`config.mk`:
```
export PLATFORM = sky130hd
export DESIGN_NAME = jtopl_wrseq
export DESIGN_NICKNAME = d
export VERILOG_FILES = /design/src/rtl/jtopl_wrseq.sv
export SDC_FILE = /design/constraint.sdc
export NUM_CORES = 1
export LEC_CHECK = 0
export ABC_CLOCK_PERIOD_IN_PS = 2500
export CORE_ASPECT_RATIO = 2
export CORE_MARGIN = 3
export CORE_UTILIZATION = 45
export CTS_BUF_LIST = sky130_fd_sc_hd__clkbuf_4
export DETAILED_ROUTE_END_ITERATION = 16
export PLACE_DENSITY_LB_ADDON = 0.05
export SLEW_MARGIN = 20
export SYNTH_ARGS = -nofsm -noshare
export SYNTH_HDL_FRONTEND = slang
export SYNTH_SLANG_ARGS = --single-unit
```
`constraint.sdc`:
```
create_clock -name clk -period 2.5 [get_ports clk]
set_clock_uncertainty 0.05 [all_clocks]
set_input_delay 0.5 -clock clk [delete_from_list [all_inputs] [get_ports clk]]
set_output_delay 0.5 -clock clk [all_outputs]
set_load 0.1 [all_outputs]
```
`src/rtl/jtopl_wrseq.sv`:
```
// rtl/jtopl_wrseq.sv - round-robin register-write sequencer driving the OPL CPU bus
module jtopl_wrseq #(
    parameter int ADDR_WAIT = 12,
    parameter int DATA_WAIT = 84
) (
    input  logic       clk,
    input  logic       rst_n,
    input  logic       cen,
    input  logic       a_valid,
    input  logic [7:0] a_reg,
    input  logic [7:0] a_data,
    output logic       a_ready,
    input  logic       b_valid,
    input  logic [7:0] b_reg,
    input  logic [7:0] b_data,
    output logic       b_ready,
    output logic       opl_addr,
    output logic [7:0] opl_din,
    output logic       opl_cs_n,
    output logic       opl_wr_n,
    output logic       busy,
    output logic       last_b
);

    typedef enum logic [2:0] {
        ST_IDLE,
        ST_ADDR_WR,
        ST_ADDR_WAIT,
        ST_DATA_WR,
        ST_DATA_WAIT
    } state_t;

    localparam logic [6:0] ADDR_CNT = 7'(ADDR_WAIT);
    localparam logic [6:0] DATA_CNT = 7'(DATA_WAIT);

    state_t     state, state_nx;
    logic [6:0] cnt, cnt_nx, cnt_inc;
    logic [7:0] reg_q, reg_nx, data_q, data_nx;
    logic       last_b_nx;
    logic       grant_a, grant_b;
    logic       strobe_nx, addr_nx;
    logic [7:0] din_nx;

    // Round robin: on contention the side not granted last wins.
    assign grant_a = a_valid && (!b_valid || last_b);
    assign grant_b = b_valid && (!a_valid || !last_b);
    assign a_ready = rst_n && (state == ST_IDLE) && grant_a;
    assign b_ready = rst_n && (state == ST_IDLE) && grant_b;
    assign busy    = (state != ST_IDLE);
    assign cnt_inc = cnt + 7'd1;

    always_comb begin
        state_nx  = state;
        cnt_nx    = cnt;
        reg_nx    = reg_q;
        data_nx   = data_q;
        last_b_nx = last_b;
        case (state)
            ST_IDLE: begin
                cnt_nx = 7'd0;
                if (a_ready) begin
                    reg_nx    = a_reg;
                    data_nx   = a_data;
                    last_b_nx = 1'b0;
                    state_nx  = ST_ADDR_WR;
                end else if (b_ready) begin
                    reg_nx    = b_reg;
                    data_nx   = b_data;
                    last_b_nx = 1'b1;
                    state_nx  = ST_ADDR_WR;
                end
            end
            ST_ADDR_WR: if (cen) begin
                state_nx = ST_ADDR_WAIT;
                cnt_nx   = 7'd0;
            end
            ST_ADDR_WAIT: if (cen) begin
                if (cnt_inc == ADDR_CNT) begin
                    state_nx = ST_DATA_WR;
                    cnt_nx   = 7'd0;
                end else begin
                    cnt_nx = cnt_inc;
                end
            end
            ST_DATA_WR: if (cen) begin
                state_nx = ST_DATA_WAIT;
                cnt_nx   = 7'd0;
            end
            ST_DATA_WAIT: if (cen) begin
                if (cnt_inc == DATA_CNT) begin
                    state_nx = ST_IDLE;
                    cnt_nx   = 7'd0;
                end else begin
                    cnt_nx = cnt_inc;
                end
            end
            default: state_nx = ST_IDLE;
        endcase
    end

    // Bus outputs are registered from the next state so they line up with it.
    always_comb begin
        strobe_nx = (state_nx == ST_ADDR_WR) || (state_nx == ST_DATA_WR);
        addr_nx   = opl_addr;
        din_nx    = opl_din;
        if (state_nx == ST_ADDR_WR) begin
            addr_nx = 1'b0;
            din_nx  = reg_nx;
        end else if (state_nx == ST_DATA_WR) begin
            addr_nx = 1'b1;
            din_nx  = data_q;
        end
    end

    always_ff @(posedge clk or negedge rst_n) begin
        if (!rst_n) begin
            state    <= ST_IDLE;
            cnt      <= 7'd0;
            reg_q    <= 8'd0;
            data_q   <= 8'd0;
            last_b   <= 1'b1;
            opl_cs_n <= 1'b1;
            opl_wr_n <= 1'b1;
            opl_addr <= 1'b0;
            opl_din  <= 8'd0;
        end else begin
            state    <= state_nx;
            cnt      <= cnt_nx;
            reg_q    <= reg_nx;
            data_q   <= data_nx;
            last_b   <= last_b_nx;
            opl_cs_n <= !strobe_nx;
            opl_wr_n <= !strobe_nx;
            opl_addr <= addr_nx;
            opl_din  <= din_nx;
        end
    end

endmodule

```
==> qor.yml, run 1 <==
sta:
  hold_viol: 0
  grt_setup_unrepaired: "yes"
  period_share: 1.00
  fin_crit_ns: 2.50
  max_freq_ghz: 0.400
  drv_slew: 0
  fin_ws_ns: -0.00113
  fin_hold_ws_ns: 0.135
  setup_viol: 1
  maxSlewHeadroom: 0.615
  tightestPinTransition_ns: 0.577
finish:
  diodes: 0
  layout-drive-gt1-share: 0.211
  fin_nets: 298
  syn_to_final_growth_pct: 37.3
  fill_cells: 366
  finish.utilization: 0.640
  final_cell_area_um2: 2800
synthesis:
  syn_area_per_cell_um2: 10.2
  ys_seq_area_frac: 0.455
  synth-main-ff-cell: "dfrtp_1"
  syn_nets: 238
  syn_area_um2: 2040
  ys_ff_latch: 37
  yosysTopAreaCell: "dfrtp_1"
  syn_inst: 200
  synth.top_cell.area_share: 0.429
  ys_top_cells_by_area: "dfrtp_1 43%, a2bb2oi_1 6.9%, o32a_1 4.4%"
  yosys_warnings: 0
  ys_types: 51
  synth_edf_count: 0
  ys_async_sr_fraction: 1.00
outcome:
  status: "finished with violations"
  violations: "negative setup slack"
worst_setup_path:
  r2r_cells: 5
  crit_fanout: 6
  max_stage_delay_ns: 0.49
  criticalPathCategory: "reg2out"
  end_kind: "output pin"
  critPathArrivalTime_ns: 1.95
  cp_cell_sequence: "or4b_4, or3_4, inv_4, buf_12"
  r2r_start: "cnt[0]$_DFFE_PN0P_"
  r2r-end: "cnt[6]$_DFFE_PN0P_"
  startpoint_type: "flip-flop"
  critPathSlowestCell: "or4b_4"
  crit_required_ns: 1.95
  cp-startpoint: "state[1]$_DFF_PN0_"
  r2r_slack_ns: 0.29
route:
  drt-vias-per-instance: 5.93
  wl_met3_um: 175
  met2_length_um: 3380
  vias: 1869
  wl_per_cell_um: 17.9
  drc_errors: 0
  drt-total-wl_um: 5640
  dr.max_layer_used: "met4"
  first_pass_iters: 4
  final_antenna_net_count: 0
  met1Wirelength_um: 1990
  initialDrtViolationCount: 39
power:
  finalPower_uw: 3950
  sw_frac_of_total: 0.487
  p_leak_uw: 0.00125
  p_per_area_nw_per_um2: 1410
  cell_internal_pwr_uw: 2030
  combPwrFrac: 0.610
  clockPowerShare: 0.135
  p_switching_uw: 1930
  peakVddDrop_mv: 0.965
  p_seq_frac: 0.256
flow_run:
  cap_viol_max_count: 0
placement:
  finalWeightedCongestion: 0.755
  post_dp_cell_area_um2: 2660
  io_buffers: 51
  hpwl_um: 4290
clock_network:
  htree_levels: 2
  cts_sinks: 37
  cts_made_buffers: 5
  hold_buffers: 0
  insertion_delay_ns: 0.35
  cts_buffer_depth: 2
  clockRootBuffer: "clkbuf_4"
  path_clk_slew_ns: 0.13
  cts_tree: "done"
global_routing:
  grt_max_degree: 38
  antenna_found_initial: 0
  grt_first_pass_wirelength_um: 8870
  track_usage: 0.225
  overflow: 0
  grt_pass1_vias: 1812
die:
  dieArea_um2: 5430
  die_w_um: 53.6
  num_rows: 34
  ioPinCount: 52
  start_util: 0.466
  die_h_um: 101
  core_region_area_um2: 4380
hold_path:
  hp-class: "in2async"
metrics by stage:
stage | worst slack (ns) | std cells | setup TNS (ns)
6_report | -0.00113 | 315 | -0.00113
5_1_grt | -0.0408 | 315 | -0.0408
4_1_cts | -0.0821 | 311 | -0.0821
3_5_place_dp | 0.121 | 303 | 0
3_3_place_gp | 0.140 | 303 | 0
2_1_floorplan | 0.0404 | 200 | 0
per-layer routing:
layer / vias to the layer above / track usage
met3: 7 / 0.0398
li1: 884 / -
met1: 935 / 0.235
met2: 43 / 0.428
met4: 0 / 0.0709
met5: - / 0
power groups by stage:
stage | Sequential, uW | Combinational, uW | Clock, uW
2_1_floorplan | 1610 | 1160 | 0
3_3_place_gp | 1020 | 2310 | 0
3_5_place_dp | 1030 | 2370 | 0
4_1_cts | 1020 | 2370 | 543
5_1_grt | 1040 | 2550 | 566
6_report | 1010 | 2410 | 532
registers in the layout (all words and copies together) (netlist names):
name / count
opl_wr_n: 1
opl_addr: 1
reg_q: 8
opl_din: 8
state: 3
cnt: 7
data_q: 8
last_b: 1
how the worst max path moves through the flow:
stage | end | cells past startpoint | slack, ns
CTS | a_ready | 4 | -0.08
finish | a_ready | 4 | -0.001
global route | a_ready | 4 | -0.04
global placement | a_ready | 5 | 0.14
detailed placement | a_ready | 5 | 0.12
floorplan | b_ready | 4 | 0.04
cells in the final DEF, fill, tap and decap left out, types with 3 or more instances in the layout:
master,Yosys,routed
a211o_1,3,3
o22a_1,8,8
o21ai_0,3,3
a2bb2oi_1,16,16
buf_12,0,3
a21oi_1,8,8
nand2b_1,3,3
o32a_1,9,9
mux2i_1,8,8
o221ai_1,8,8
clkbuf_4,0,5
nor2_1,12,10
inv_1,14,14
buf_4,3,30
clkdlybuf4s50_1,0,35
a2111oi_0,5,5
nand2_1,9,9
or3_1,4,3
dfrtp_1,35,33
final cells by class:
| cell class | instances | area (um^2) | area share |
|---|---|---|---|
| clock buffers | 5 | 37.5 | 0.0134 |
| multi-input cells | 130 | 988 | 0.353 |
| clock inverters | 3 | 68.8 | 0.0245 |
| repair buffers | 69 | 641 | 0.228 |
| well taps | 54 | 67.6 | 0.0241 |
| inverters | 17 | 66.3 | 0.0237 |
| flip-flops and latches | 37 | 935 | 0.333 |
critical path, delay by kind of cell, from the launching register on:
kind                   cells  cell delay (ns)
DFF                        1             0.46
buffers and inverters      2             0.23
and+or+nand+nor            2             0.91
cells in the mapped netlist, types with 2 or more instances:
| library cell | count |
|---|---|
| clkbuf_1 | 8 |
| dfrtp_1 | 35 |
| o21bai_1 | 2 |
| a21o_1 | 2 |
| nor2_1 | 12 |
| dfstp_2 | 2 |
| o22a_1 | 8 |
| inv_1 | 14 |
| and3_1 | 2 |
| o221ai_1 | 8 |
| o21ai_0 | 3 |
| mux2i_1 | 8 |
| a211o_1 | 3 |
| nand2_1 | 9 |
| or3_1 | 4 |
| buf_4 | 3 |
| a2111oi_0 | 5 |
| a211oi_1 | 2 |
| buf_2 | 4 |
| nand2b_1 | 3 |
| inv_2 | 2 |
| a2bb2oi_1 | 16 |
| o32a_1 | 9 |
| o21ai_1 | 2 |
| a21oi_1 | 8 |
what timing repair did:
item                       4_1_cts  5_1_grt
gates resized for setup          2        2
buffers inserted                 0        4
pin swaps                        2        2
setup endpoints to repair        1        2
cell families after synthesis:
group,count (synthesis),share of synthesized area
buffers and inverters,33,0.0686
and+or+nand+nor,42,0.110
DFF,37,0.455
adders and majority gates,2,0.0110
AOI/OAI and AO/OA,77,0.311
muxes,9,0.0447
Power figures use the tool's default switching activity.
==> run 2, diff against run 1 <==
==> constraint.sdc (replaced) <==
create_clock -name clk -period 2.5 [get_ports clk]
set_clock_uncertainty 0.05 [all_clocks]
set_input_delay 0.625 -clock clk [delete_from_list [all_inputs] [get_ports clk]]
set_output_delay 0.625 -clock clk [all_outputs]
set_load 0.1 [all_outputs]
==> run 2 against run 1 <==
  * Highest routed layer unchanged
  * Worst setup slack worse by 0.11 ns
  * Largest power group unchanged
  * Clock-buffer cell count is 1 higher
  * Via count grew 0.27%
  * Sequential power about the same
  * Clock power is 42% lower
  * Die area unchanged
  * Critical endpoint unchanged
  * Final area is 1.8% lower
  * Register-to-register slack better by 0.08 ns
  * The flow still finishes with violations (negative setup slack)
==> qor.yml, run 2 (synthesis results as in run 1) <==
finish:
  fin_nets: 299
  largestRegisters: "data_q: 8 flops, opl_din: 8 flops, reg_q: 8 flops"
  final_cell_area_um2: 2750
  layout.cells.non_filler: 315
  diodes: 0
  syn_to_final_growth_pct: 34.9
  finish.utilization: 0.628
  layout-drive-gt1-share: 0.199
  layout_common_cells: "35 x dfrtp_1, 35 x clkdlybuf4s50_1, 31 x buf_4"
worst_setup_path:
  critPathArrivalTime_ns: 1.94
  startpoint_type: "flip-flop"
  end_kind: "output pin"
  crit_fanout: 2
  criticalPathCategory: "reg2out"
  crit_required_ns: 1.82
route:
  drc_errors: 0
  wl_per_cell_um: 17.7
  first_pass_iters: 4
  initialDrtViolationCount: 46
  final_antenna_net_count: 0
  drt-vias-per-instance: 5.95
  vias: 1874
  drt-total-wl_um: 5570
die:
  core_region_area_um2: 4380
  ioPinCount: 52
  num_rows: 34
  die_w_um: 53.6
  die_h_um: 101
  start_util: 0.466
  dieArea_um2: 5430
sta:
  drv_slew: 0
  fin_crit_ns: 2.62
  maxSlewHeadroom: 0.676
  grt_setup_unrepaired: "yes"
  tightestPinTransition_ns: 0.487
  fin_ws_ns: -0.116
  hold_viol: 0
  max_freq_ghz: 0.382
  setup_viol: 1
  period_share: 1.05
clock_network:
  insertion_delay_ns: 0.34
  cts_made_buffers: 5
  cts_tree: "done"
  clockRootBuffer: "clkbuf_4"
  cts_buffer_depth: 2
  htree_levels: 2
  hold_buffers: 0
  cts_sinks: 37
  path_clk_slew_ns: 0.10
global_routing:
  grt_pass1_vias: 1942
  grt_max_degree: 38
  antenna_found_initial: 0
  grt_first_pass_wirelength_um: 9230
  track_usage: 0.230
  overflow: 0
power:
  peakVddDrop_mv: 0.994
  finalPower_uw: 3740
  p_leak_uw: 0.00123
  p_per_area_nw_per_um2: 1360
placement:
  dp_worst_setup_slack_ns: -0.181
  io_buffers: 51
  hpwl_um: 4230
  finalWeightedCongestion: 0.759
  post_dp_cell_area_um2: 2690
  dp_cells: 307
hold_path:
  hp-class: "in2async"
flow_run:
  cap_viol_max_count: 0
outcome:
  status: "finished with violations"
  violations: "negative setup slack"
-- run 2: path summary, 6_finish.rpt --
check / from / end / slack [ns] / cells past startpoint
worst max-delay path: state[2]$_DFF_PN0_ / a_ready / -0.12 / 4
worst min-delay path: rst_n / state[2]$_DFF_PN0_ / 0.29 / 2
worst max register to register: state[2]$_DFF_PN0_ / opl_din[1]$_DFFE_PN0N_ / 0.37 / 6
worst min register to register: reg_q[6]$_DFF_PN0_ / reg_q[6]$_DFF_PN0_ / 0.47 / 1
max in group asynchronous: rst_n / opl_wr_n$_DFF_PN1_ / 1.73 / 2
min in group clk: reg_q[6]$_DFF_PN0_ / reg_q[6]$_DFF_PN0_ / 0.47 / 1
-- run 2: per-layer routing --
layer  part of all wire  vias to the layer above  track usage
met2               0.56                       55        0.407
met4              0.038                        0        0.112
met1               0.35                      922        0.248
met3              0.051                       16       0.0486
li1                   -                      881            -
met5                  0                        -            0
-- run 2: through the flow --
stage | TNS [ns] | hold slack, ns
finish | -0.116 | 0.288
floorplan | -0.0547 | 0.279
global route | -0.245 | 0.306
CTS | -0.143 | 0.294
detailed placement | -0.181 | 0.448
global placement | -0.163 | 0.424
-- run 2: critical path, stage by stage (launching register included) --
cell and delay [ns]:
dfrtp_1 0.40, or4b_4 0.55, or3_4 0.43, clkinv_4 0.07, buf_12 0.16
-- run 2: final cells by class --
type / instances / area (um^2)
clock buffer: 6 / 45.0
clock inverter: 1 / 3.75
fill: 376 / 1630
inverter: 17 / 68.8
multi-input combinational: 130 / 988
sequential: 37 / 932
tap: 54 / 67.6
timing repair buffer: 70 / 648
-- run 2: power breakdown --
group          internal [uW]  switching (uW)  total, uW  leakage [uW]
combinational            846            1580       2430      0.000774
sequential               860             142       1000      0.000431
clock                    113             194        308     0.0000292
-- run 2: timing repair --
action | in CTS | in global routing
setup buffers | 0 | 1
pin swaps | 2 | 2
gates resized for setup | 1 | 1
cloned | 0 | 0
setup endpoints to repair | 2 | 2
==> run 3, diff against run 2 <==
- ABC_AREA: default -> 1
- MAX_ROUTING_LAYER: default -> met4
==> run 3 against run 2 <==
  * The flow now finishes without violations
  * Non-clock buffer count fell by 11
  * Clock power rose by 1%
  * Area after synthesis rose by 8.5%
  * Fmax rose by 11%
  * Core utilization fell by 2.2 points
  * Sequential power fell by 8%
  * Synthesized cell count rose by 53%
  * Combinational power fell by 53%
  * Register-to-register slack improved by 0.15 ns
  * Clock-buffer cell count fell by 1
  * Highest routed layer unchanged
==> qor.yml, run 3 <==
outcome:
  status: "complete, no violations"
flow_run:
  cap_viol_max_count: 0
global_routing:
  track_usage: 0.193
  grt_max_degree: 38
  grt_pass1_vias: 2061
  antenna_found_initial: 0
  overflow: 0
  grt_first_pass_wirelength_um: 8910
worst_setup_path:
  r2r_slack_ns: 0.52
  criticalPathCategory: "in2out"
  critPathBufInv: 3
  r2r_cells: 9
  cp_top_family: "buffers and inverters"
  r2r-end: "opl_din[1]$_DFFE_PN0N_"
  cp_cell_sequence: "clkdlybuf4s50_1, nand2_1, nand2_1, buf_4, nor2_4, buf_12"
  cp_common_cell: "nand2_1"
  r2r_start: "cnt[1]$_DFFE_PN0P_"
  end_kind: "output pin"
  crit_fanout: 3
  critPathArrivalTime_ns: 1.69
  crit_required_ns: 1.82
  max_stage_delay_ns: 0.42
  startpoint_type: "input pin"
  critPathSlowestCell: "clkdlybuf4s50_1"
synthesis:
  synth_xor_xnor_area_share: 0
  yosys_warnings: 0
  synth-main-ff-cell: "dfrtp_1"
  synth_edf_count: 0
  synthSimpleGateAreaFrac: 0.407
  syn_area_um2: 2220
  yosysTopAreaCell: "dfrtp_1"
  ys_async_sr_fraction: 1.00
  ys_ff_latch: 37
  syn_area_per_cell_um2: 7.24
  syn_nets: 344
  synthMuxAreaShare: 0
  ys_top_cells_by_area: "dfrtp_1 40%, nand2_1 19%, inv_1 7.3%"
  synth_top_family_by_area: "simple AND/OR/NAND/NOR gates"
  synth_most_common_cell: "nand2_1"
  ys_seq_area_frac: 0.419
  ys_types: 26
  synth.top_cell.area_share: 0.395
  syn_inst: 306
  synth_compound_area_frac: 0.0649
  synth_top_cells_by_count: "110 x nand2_1, 43 x inv_1, 35 x dfrtp_1"
  synthAdderAreaFrac: 0.00565
route:
  vias: 1980
  wl_per_cell_um: 11.5
  drc_errors: 0
  first_pass_iters: 4
  final_antenna_net_count: 0
  drt-vias-per-instance: 4.71
  initialDrtViolationCount: 79
  drt-total-wl_um: 4840
clock_network:
  postCtsSetupRepairBufs: 0
  insertion_delay_ns: 0.34
  htree_levels: 2
  cts_sinks: 37
  cts_resized: 0
  hold_buffers: 0
  clockRootBuffer: "clkbuf_4"
  path_clk_slew_ns: 0.12
  cts_buffer_depth: 2
  cts_tree: "done"
  cts_made_buffers: 5
power:
  p_leak_uw: 0.00143
  finalPower_uw: 2360
  p_per_area_nw_per_um2: 830
  peakVddDrop_mv: 0.820
die:
  dieArea_um2: 5850
  die_h_um: 105
  core_region_area_um2: 4690
  start_util: 0.473
  ioPinCount: 52
  die_w_um: 55.6
  num_rows: 35
sta:
  maxSlewHeadroom: 0.621
  grt_setup_unrepaired: "no"
  max_freq_ghz: 0.424
  setup_viol: 0
  period_share: 0.944
  tightestPinTransition_ns: 0.563
  fin_crit_ns: 2.36
  hold_viol: 0
  finalSetupTns_ns: 0
  drv_slew: 0
finish:
  fin_nets: 402
  final_common_cell: "nand2_1"
  finish.utilization: 0.606
  largestRegisters: "data_q: 8 flops, opl_din: 8 flops, reg_q: 8 flops"
  layout-drive-gt1-share: 0.148
  final_cell_area_um2: 2840
  diodes: 0
  syn_to_final_growth_pct: 28.2
  layout_common_cells: "110 x nand2_1, 43 x inv_1, 35 x dfrtp_1, 35 x clkdlybuf4s50_1, 27 x nand3_1"
placement:
  post_dp_cell_area_um2: 2790
  hpwl_um: 3990
  finalWeightedCongestion: 0.875
  io_buffers: 51
hold_path:
  hp-class: "in2async"
## run 3: changes by cell type after synthesis, moves of 8 or more
cell       previous run  this run
o221ai_1              8         0
o32a_1                9         0
o22a_1                8         0
mux2i_1               8         0
inv_1                14        43
o21ai_0               3        17
nand2_1               9       110
a2bb2oi_1            16         0
clkbuf_1              8         0
nand3_1               1        27
nor2_1               12        21
## run 3: layer usage
metal / vias to the layer above / routed length [um] / GRT usage
met2: 49 / 2760 / 0.369
met3: 13 / 156 / 0.0123
li1: 1059 / - / -
met4: 0 / 186 / 0.101
met5: - / 0 / -
met1: 859 / 1740 / 0.189
## run 3: stage by stage
step | instances | setup WS (ns) | hold slack (ns)
2_1_floorplan | 306 | 0.131 | 0.279
3_3_place_gp | 412 | 0.115 | 0.423
3_5_place_dp | 412 | 0.110 | 0.430
4_1_cts | 420 | 0.106 | 0.329
5_1_grt | 420 | 0.0617 | 0.353
6_report | 420 | 0.139 | 0.318
## run 3: worst reg2reg max path, cell delays in order, from the launching register on
cell	delay, ns
dfrtp_1	0.44
ha_1	0.26
inv_1	0.08
nor3_1	0.32
nand3_2	0.16
nor2_4	0.13
nand3_4	0.15
nand2_4	0.19
nand2_1	0.07
nand2_1	0.06
## run 3: worst max path at each step
stage / from / to / depth (start not counted) / slack (ns)
after floorplan: last_b$_DFFE_PN1P_ / a_ready / 5 / 0.13
after global placement: b_valid / a_ready / 6 / 0.11
after detailed placement: b_valid / a_ready / 6 / 0.11
after CTS: b_valid / a_ready / 6 / 0.11
after global routing: b_valid / a_ready / 6 / 0.06
final: b_valid / a_ready / 6 / 0.14
## run 3: report_power, final
group / total [uW] / leakage [uW] / switching, uW / internal [uW]
sequential: 919 / 0.000441 / 132 / 786
clock: 312 / 0.0000310 / 206 / 106
combinational: 1130 / 0.000956 / 808 / 318
## run 3: logic make-up after synthesis
logic type,after synthesis
compound gates,28
fa+ha+maj,1
buf+inv,52
flops,37
simple gates,188
## run 3: cell type report
class / count / area (um^2)
Clock buffer: 5 / 37.5
Sequential cell: 37 / 928
Fill cell: 442 / 1850
Timing Repair Buffer: 59 / 566
Inverter: 44 / 165
Tap cell: 55 / 68.8
Multi-Input combinational cell: 217 / 1060
Clock inverter: 3 / 17.5
